### config.mk
export PLATFORM = sky130hd
export DESIGN_NAME = packet_tagger
export DESIGN_NICKNAME = d
export VERILOG_FILES = /design/src/rtl/packet_tagger.sv
export SDC_FILE = /design/constraint.sdc
export NUM_CORES = 1
export LEC_CHECK = 0
export CAP_MARGIN = 0
export CORE_ASPECT_RATIO = 0.5
export CORE_MARGIN = 2
export CORE_UTILIZATION = 38
export DETAILED_ROUTE_END_ITERATION = 8
export PLACE_DENSITY = 0.76
export RECOVER_POWER = 50
export SLEW_MARGIN = 5
export SYNTH_ARGS = -nofsm -noshare
export SYNTH_HDL_FRONTEND = slang
export SYNTH_SLANG_ARGS = --single-unit
### constraint.sdc
create_clock -name clk -period 2.9 [get_ports clk]
set_input_delay 0.435 -clock clk [delete_from_list [all_inputs] [get_ports clk]]
set_output_delay 0.435 -clock clk [all_outputs]
set_load 0.05 [all_outputs]
### src/rtl/packet_tagger.sv
// Ingress tagger: stamps each packet with a wrapping reorder tag and throttles the source when all buffer slots are held.
// Optional build macro PACKET_TAGGER_RELEASE_CHECK_EN enables checking of released tags against the oldest outstanding tag.
module packet_tagger #(
  parameter int TAG_WIDTH            = 6,
  parameter int CIRCULAR_BUFFER_SIZE = 50,
  parameter int DATA_WIDTH           = 64
) (
  input  logic                  clk,
  input  logic                  rst,
  input  logic [DATA_WIDTH-1:0] s_TDATA,
  input  logic                  s_TLAST,
  input  logic                  s_TVALID,
  output logic                  s_TREADY,
  output logic [DATA_WIDTH-1:0] buffer_TDATA,
  output logic                  buffer_TLAST,
  output logic                  buffer_TVALID,
  input  logic                  buffer_TREADY,
  output logic [TAG_WIDTH-1:0]  reorder_tag_in,
  input  logic                  tag_release_valid,
  input  logic [TAG_WIDTH-1:0]  tag_release,
  output logic [TAG_WIDTH:0]    tags_outstanding,
  output logic                  release_error
);

  typedef enum logic {
    IDLE,
    IN_PKT
  } pkt_state_t;

  localparam logic [TAG_WIDTH:0]   SLOTS    = (TAG_WIDTH+1)'(CIRCULAR_BUFFER_SIZE);
  localparam logic [TAG_WIDTH-1:0] LAST_TAG = TAG_WIDTH'(CIRCULAR_BUFFER_SIZE - 1);

  pkt_state_t           state, state_next;
  logic [TAG_WIDTH-1:0] next_tag;
  logic [TAG_WIDTH-1:0] oldest_tag;
  logic                 stall;
  logic                 accept;
  logic                 pkt_start;
  logic                 rel_underflow;
  logic                 rel_ok;
  logic                 rel_mismatch;

  function automatic logic [TAG_WIDTH-1:0] wrap_inc(input logic [TAG_WIDTH-1:0] t);
    return (t == LAST_TAG) ? '0 : t + 1'b1;
  endfunction

  // Stall only between packets so an admitted packet always completes.
  assign stall     = (state == IDLE) && (tags_outstanding == SLOTS);
  assign s_TREADY  = ~rst & (~buffer_TVALID | buffer_TREADY) & ~stall;
  assign accept    = s_TVALID & s_TREADY;
  assign pkt_start = accept & (state == IDLE);

  assign rel_underflow = tag_release_valid & (tags_outstanding == '0);
  assign rel_ok        = tag_release_valid & ~rel_underflow;

`ifdef PACKET_TAGGER_RELEASE_CHECK_EN
  assign rel_mismatch = rel_ok & (tag_release != oldest_tag);
`else
  logic unused_release;
  assign unused_release = ^tag_release;
  assign rel_mismatch   = 1'b0;
`endif

  always_ff @(posedge clk or posedge rst) begin
    if (rst) state <= IDLE;
    else     state <= state_next;
  end

  always_comb begin
    state_next = state;
    if (accept) state_next = s_TLAST ? IDLE : IN_PKT;
  end

  always_ff @(posedge clk or posedge rst) begin
    if (rst) begin
      buffer_TDATA   <= '0;
      buffer_TLAST   <= 1'b0;
      buffer_TVALID  <= 1'b0;
      reorder_tag_in <= '0;
    end else if (accept) begin
      buffer_TDATA   <= s_TDATA;
      buffer_TLAST   <= s_TLAST;
      buffer_TVALID  <= 1'b1;
      reorder_tag_in <= next_tag;
    end else if (buffer_TREADY) begin
      buffer_TVALID  <= 1'b0;
    end
  end

  always_ff @(posedge clk or posedge rst) begin
    if (rst) begin
      next_tag         <= '0;
      oldest_tag       <= '0;
      tags_outstanding <= '0;
      release_error    <= 1'b0;
    end else begin
      if (accept && s_TLAST) next_tag <= wrap_inc(next_tag);
      if (rel_ok) oldest_tag <= wrap_inc(oldest_tag);
      case ({pkt_start, rel_ok})
        2'b10:   tags_outstanding <= tags_outstanding + 1'b1;
        2'b01:   tags_outstanding <= tags_outstanding - 1'b1;
        default: tags_outstanding <= tags_outstanding;
      endcase
      if (rel_underflow || rel_mismatch) release_error <= 1'b1;
    end
  end

endmodule

==> Word level (Yosys, flattened, before mapping) <==
Index checks and enable logic that the tools add are counted.
{ "totals": {"ff_bits": 87, "latchBits": 0, "ramBits": 0, "mem_bits_ro": 0, "out_inout_bits": 81, "elab_cells": 37, "memories": 0} }
{ "classes": {"addsub": 3, "n_mul": 0, "n_div": 0, "magnitude_cmp": 0, "n_eq_ne": 4, "shifts": 0, "mux": 5, "bitwise": 12, "reduce_logical": 5} }
{ "ops": {"columns": ["op", "n"], "rows": [
  ["case mux 7 bit (2 select lines)", 1],
  ["adder 7 x 1 -> 7 bit, second input constant", 1],
  ["equality test 7 x 6 -> 1 bit, second input constant", 1],
  ["zero test 7 bit", 1],
  ["subtractor 7 x 1 -> 7 bit, second input constant", 1],
  ["adder 6 x 1 -> 6 bit, second input constant", 1],
  ["AND 1 bit", 6],
  ["equality test 6 bit, second input constant", 1],
  ["two-way mux 6 bit", 1],
  ["NOT 1 bit", 5],
  ["nonzero test 2 bit", 2],
  ["two-way mux 1 bit", 3],
  ["equality test 2 x 1 -> 1 bit, second input constant", 1],
  ["equality test 2 bit, second input constant", 1],
  ["logical AND 1 bit", 2],
  ["OR 1 bit", 1]
]} }

==> Logic depth before layout (Yosys ltp) <==
{ "logic_depth": {"ltp_word": 8, "depth_mapped": 12, "depth_no_buf": 10} }

==> Worst setup path after synthesis <==
No wires, ideal clock.
{ "synth_path": {"path_type": "register -> register", "start": "reg tags_outstanding[1]", "end": "reg tags_outstanding[6]", "setup_time_ns": 0.082, "t_arrival_ns": 3.055, "required_time_ns": 2.818, "setup_slack_ns": -0.237, "path_stages_with_launch": 12, "path_buffers": 2, "synth_period_minus_slack_ns": 3.137, "path_cell_list": "dfrtp_1 -> and4b_1 -> a2111oi_4 -> buf_4 -> buf_6 -> nand2b_1 -> ha_1 -> ha_1 -> or2_2 -> o21a_1 -> o211ai_1 -> xor2_1"} }
{ "synth_between": {"elab_chain_cells": 8} }
{ "synth_rtl": {"columns": ["element", "line", "source"], "rows": [
  ["start, declared", "21", "output logic [TAG_WIDTH:0] tags_outstanding,"],
  ["start signal, assigned", "100", "2'b10: tags_outstanding <= tags_outstanding + 1'b1;"],
  ["start signal, assigned", "101", "2'b01: tags_outstanding <= tags_outstanding - 1'b1;"],
  ["start signal, assigned", "102", "default: tags_outstanding <= tags_outstanding;"],
  ["equality test 7 x 6 -> 1 bit", "48", "assign stall = (state == IDLE) && (tags_outstanding == SLOTS);"],
  ["logical AND 1 bit", "48", null],
  ["NOT 1 bit", "49", "assign s_TREADY = ~rst & (~buffer_TVALID | buffer_TREADY) & ~stall;"],
  ["AND 1 bit", "49", null],
  ["AND 1 bit", "50", "assign accept = s_TVALID & s_TREADY;"],
  ["AND 1 bit", "51", "assign pkt_start = accept & (state == IDLE);"],
  ["equality test 2 x 1 -> 1 bit / equality test 2 bit (equally long branches)", "99", "case ({pkt_start, rel_ok})"],
  ["case mux 7 bit (2 select lines) / nonzero test 2 bit (equally long branches)", null, null]
]} }
Parallel ways exist; a longest one is shown, timed or not.
A chain may end at the register's enable or synchronous reset.

==> Worst setup path after layout <==
{ "layout_path": {"start": "reg tags_outstanding[1]", "end": "reg buffer_TDATA[36]"} }
{ "layout_between": {"elab_chain_cells": 5} }
{ "layout_rtl": {"columns": ["element", "line", "source"], "rows": [
  ["equality test 7 x 6 -> 1 bit", "48", null],
  ["logical AND 1 bit", "48", null],
  ["NOT 1 bit", "49", null],
  ["AND 1 bit", "49", null],
  ["AND 1 bit", "50", null],
  ["end signal, assigned", "81", "buffer_TDATA <= s_TDATA;"],
  ["end, declared", "14", "output logic [DATA_WIDTH-1:0] buffer_TDATA,"]
]} }
No other way between the ends.

==> results.txt <==
Crit Path Category = reg -> reg
crit path time final = 2630 ps
Peak Freq = 381 MHz
Static Leak = 2.40 nW
Post-Synthesis Cells = 255
number of antenna violations at the first check in global routing = 0
grt total ovfl = 0
Synth Area per Inst = 14.4 um2
vias in the first global route = 2,689
mapped cell area = 3680 um2
hold depth = 1
reg2reg start = tags_outstanding[1]
CTS max path bufs = 2
P&R area growth vs syn = 55.9%
die width = 143 um
P_sw = 0.00216 W
DIE HEIGHT = 73.6 um
global-route wire length before repair = 13,500 um
Core Box Area = 9420 um2
Worst Hold End = release_error
Ports = 157
peak supply drop = 392 uV
CTS tree = yes
die area = 10,500 um2
R2R setup slack = 270 ps
RePlAce Congestion = 0.742
clock power share = 0.234
wire per inst = 15.1 um
Tot GR Track Use = 0.167
global route hottest layer = met2
Comb power frac = 0.438
ant diodes = 0
Setup crit start kind = flip-flop
Tcrit/Tclk final = 0.906
Detail Route Antenna Nets = 0
violated checks = capacitance limit
largest net degree at the start of global routing = 43
Worst Clk Skew = 7.63 ps
sequential power share = 0.328
clock latency on the worst-skew pair = 340 ps
vias = 2,649
DRT iter0 DRCs = 127
Final Hold Fails = 0
share of cells above drive strength 1 = 0.273
worst reg2reg path depth = 5
CTS Root Cell = clkbuf_16
worst r2r dst = buffer_TDATA[36]
Pre-antenna DRT Iters = 4
RSZ-0062 raised after global routing = no
hold_sp = release_error
routing usage on met2 = 0.278
max_slew headroom = 0.000211
final layout net count = 501
Worst-Margin Slew = 1490 ps
DRC errors left = 0
Unique masters post-synth = 39
HPWL Detailed = 5950 um
Yosys reg bits = 87
setup TNS = 0 ps
hold crit path type = reg -> reg
Power Internal = 0.00321 W
Vias/cell = 4.76
crit path max fanout = 42
Worst EP arrival = 2840 ps
Syn Nets = 340
Total Wirelength = 8370 um
PD cells = 938 nW/um2
row count = 25
status = finished with violations
register area share after synthesis = 0.592
Clock transition at path regs = 70 ps
cts bufs inserted = 9
yosys warns = 0
clock sink count = 87
GR Layer Usage met1 = 0.211
Sw Share = 0.402
# port buffers = 150
max cap viols = 1
CTS H-tree depth = 3
Setup Viol. Count Final = 0
initial core utilization = 0.390
worst path required time = 3120 ps
max-slew violations = 0
grt met3 use = 0.0567
Worst Setup End Kind = flip-flop
fin util = 0.609
## logic make-up (layout without fill, tap and decap cells)
| group | Yosys count | in the layout | synth area share |
|---|---|---|---|
| compound gates | 24 | 24 | 0.0521 |
| xor+xnor | 5 | 5 | 0.0119 |
| fa+ha+maj | 9 | 9 | 0.0327 |
| buf+inv | 16 | 182 | 0.0231 |
| flops | 87 | 87 | 0.592 |
| mux | 74 | 74 | 0.226 |
| simple gates | 40 | 40 | 0.0616 |
## layout by cell type, fill, tap and decap left out, drive strengths merged, types with 2 or more instances in the layout
cell / count
a211oi: 2
a21o: 5
a21oi: 3
a22o: 2
and3: 2
buf: 10
bufinv: 2
clkbuf: 12
clkdlybuf4s50: 110
clkinv: 2
clkinvlp: 2
dfrtp: 87
dlygate4sd3: 39
ha: 8
inv: 5
mux2: 73
nand2: 5
nand3: 4
nor2: 11
nor2b: 4
nor3b: 2
nor4b: 2
o211ai: 3
o21a: 2
o21ai: 3
or2: 2
xnor2: 2
xor2: 3
## synth_stat cells
library cell / number / area, um2
dfrtp_1: 87 / 2180
mux2_2: 73 / 822
nor2_1: 11 / 41.3
ha_1: 8 / 100
inv_1: 6 / 22.5
a21o_1: 5 / 37.5
buf_2: 5 / 25.0
nand2_1: 5 / 18.8
nand3_1: 4 / 20.0
nor2b_1: 4 / 25.0
a21oi_1: 3 / 15.0
buf_4: 3 / 22.5
o211ai_1: 3 / 22.5
o21ai_0: 3 / 15.0
xor2_1: 3 / 26.3
a211oi_1: 2 / 15.0
a22o_1: 2 / 17.5
and3_1: 2 / 12.5
nor3b_1: 2 / 15.0
nor4b_1: 2 / 17.5
o21a_1: 2 / 15.0
or2_2: 2 / 12.5
xnor2_1: 2 / 17.5
a2111oi_4: 1 / 27.5
a311oi_1: 1 / 8.76
a31o_2: 1 / 8.76
and2_0: 1 / 6.26
and4b_1: 1 / 10.0
buf_6: 1 / 11.3
clkbuf_1: 1 / 3.75
fa_1: 1 / 20.0
mux2i_1: 1 / 10.0
nand2b_1: 1 / 6.26
nand3b_1: 1 / 7.51
nand4b_1: 1 / 8.76
nor3_1: 1 / 5.00
nor4_2: 1 / 12.5
o2111ai_1: 1 / 8.76
or4_1: 1 / 7.51
## per-stage QoR
step / setup WS, ps / hold slack [ps] / cell area [um2] / power (W) / instances
final: 273 / 461 / 5730 / 0.00537 / 556
after global routing: 115 / 490 / 5730 / 0.00565 / 556
after CTS: 274 / 468 / 5730 / 0.00547 / 556
after detailed placement: -6.10 / 450 / 5400 / 0.00419 / 540
after global placement: 12.3 / 441 / 5400 / 0.00416 / 540
after floorplan: 2.40 / 472 / 3710 / 0.00334 / 255
## cell type report
class                           count  area [um2]
Timing Repair Buffer              160        1580
Clock buffer                       11         243
Inverter                            6        23.8
Sequential cell                    87        2190
Fill cell                         730        3690
Clock inverter                      5        81.3
Tap cell                          135         169
Multi-Input combinational cell    152        1440
## critical path: stages (launching register included)
cell and delay [ps]:
dfrtp_2 450, and4b_1 260, a2111oi_4 320, buf_4 510, buf_4 520, mux2_2 400
## worst max-delay path by stage
stage	start	slack, ps	endpoint	depth (start not counted)
after CTS	tags_outstanding[0]	270	tags_outstanding[6]	9
final	tags_outstanding[1]	270	buffer_TDATA[36]	5
after detailed placement	buffer_TREADY	-6	buffer_TDATA[29]	6
after global placement	buffer_TREADY	10	buffer_TDATA[26]	6
after global routing	tags_outstanding[1]	110	buffer_TDATA[10]	5
after floorplan	tags_outstanding[1]	2	tags_outstanding[6]	11
## power groups by stage
stage	registers, W	logic (W)	clock network [W]
global placement	0.00177	0.00239	0
floorplan	0.00270	0.000639	0
CTS	0.00177	0.00242	0.00128
global route	0.00181	0.00250	0.00134
finish	0.00176	0.00235	0.00125
detailed placement	0.00178	0.00241	0
## state kept, by name, indices dropped and copies added, names as in the netlist
register	cells
buffer_TVALID	1
release_error	1
buffer_TLAST	1
tags_outstanding	7
state	1
buffer_TDATA	64
reorder_tag_in	6
next_tag	6
## layer usage
| layer | share of wire | wire length [um] |
|---|---|---|
| met1 | 0.44 | 3680 |
| met2 | 0.50 | 4220 |
| met3 | 0.044 | 370 |
| met5 | 0 | 0 |
| met4 | 0.012 | 101 |
## what timing repair did
item,in CTS,in global routing
setup buffers,0,0
gates resized for setup,0,1
setup endpoints to repair,0,1
hold buffers,0,0
Power figures use the tool's default switching activity.
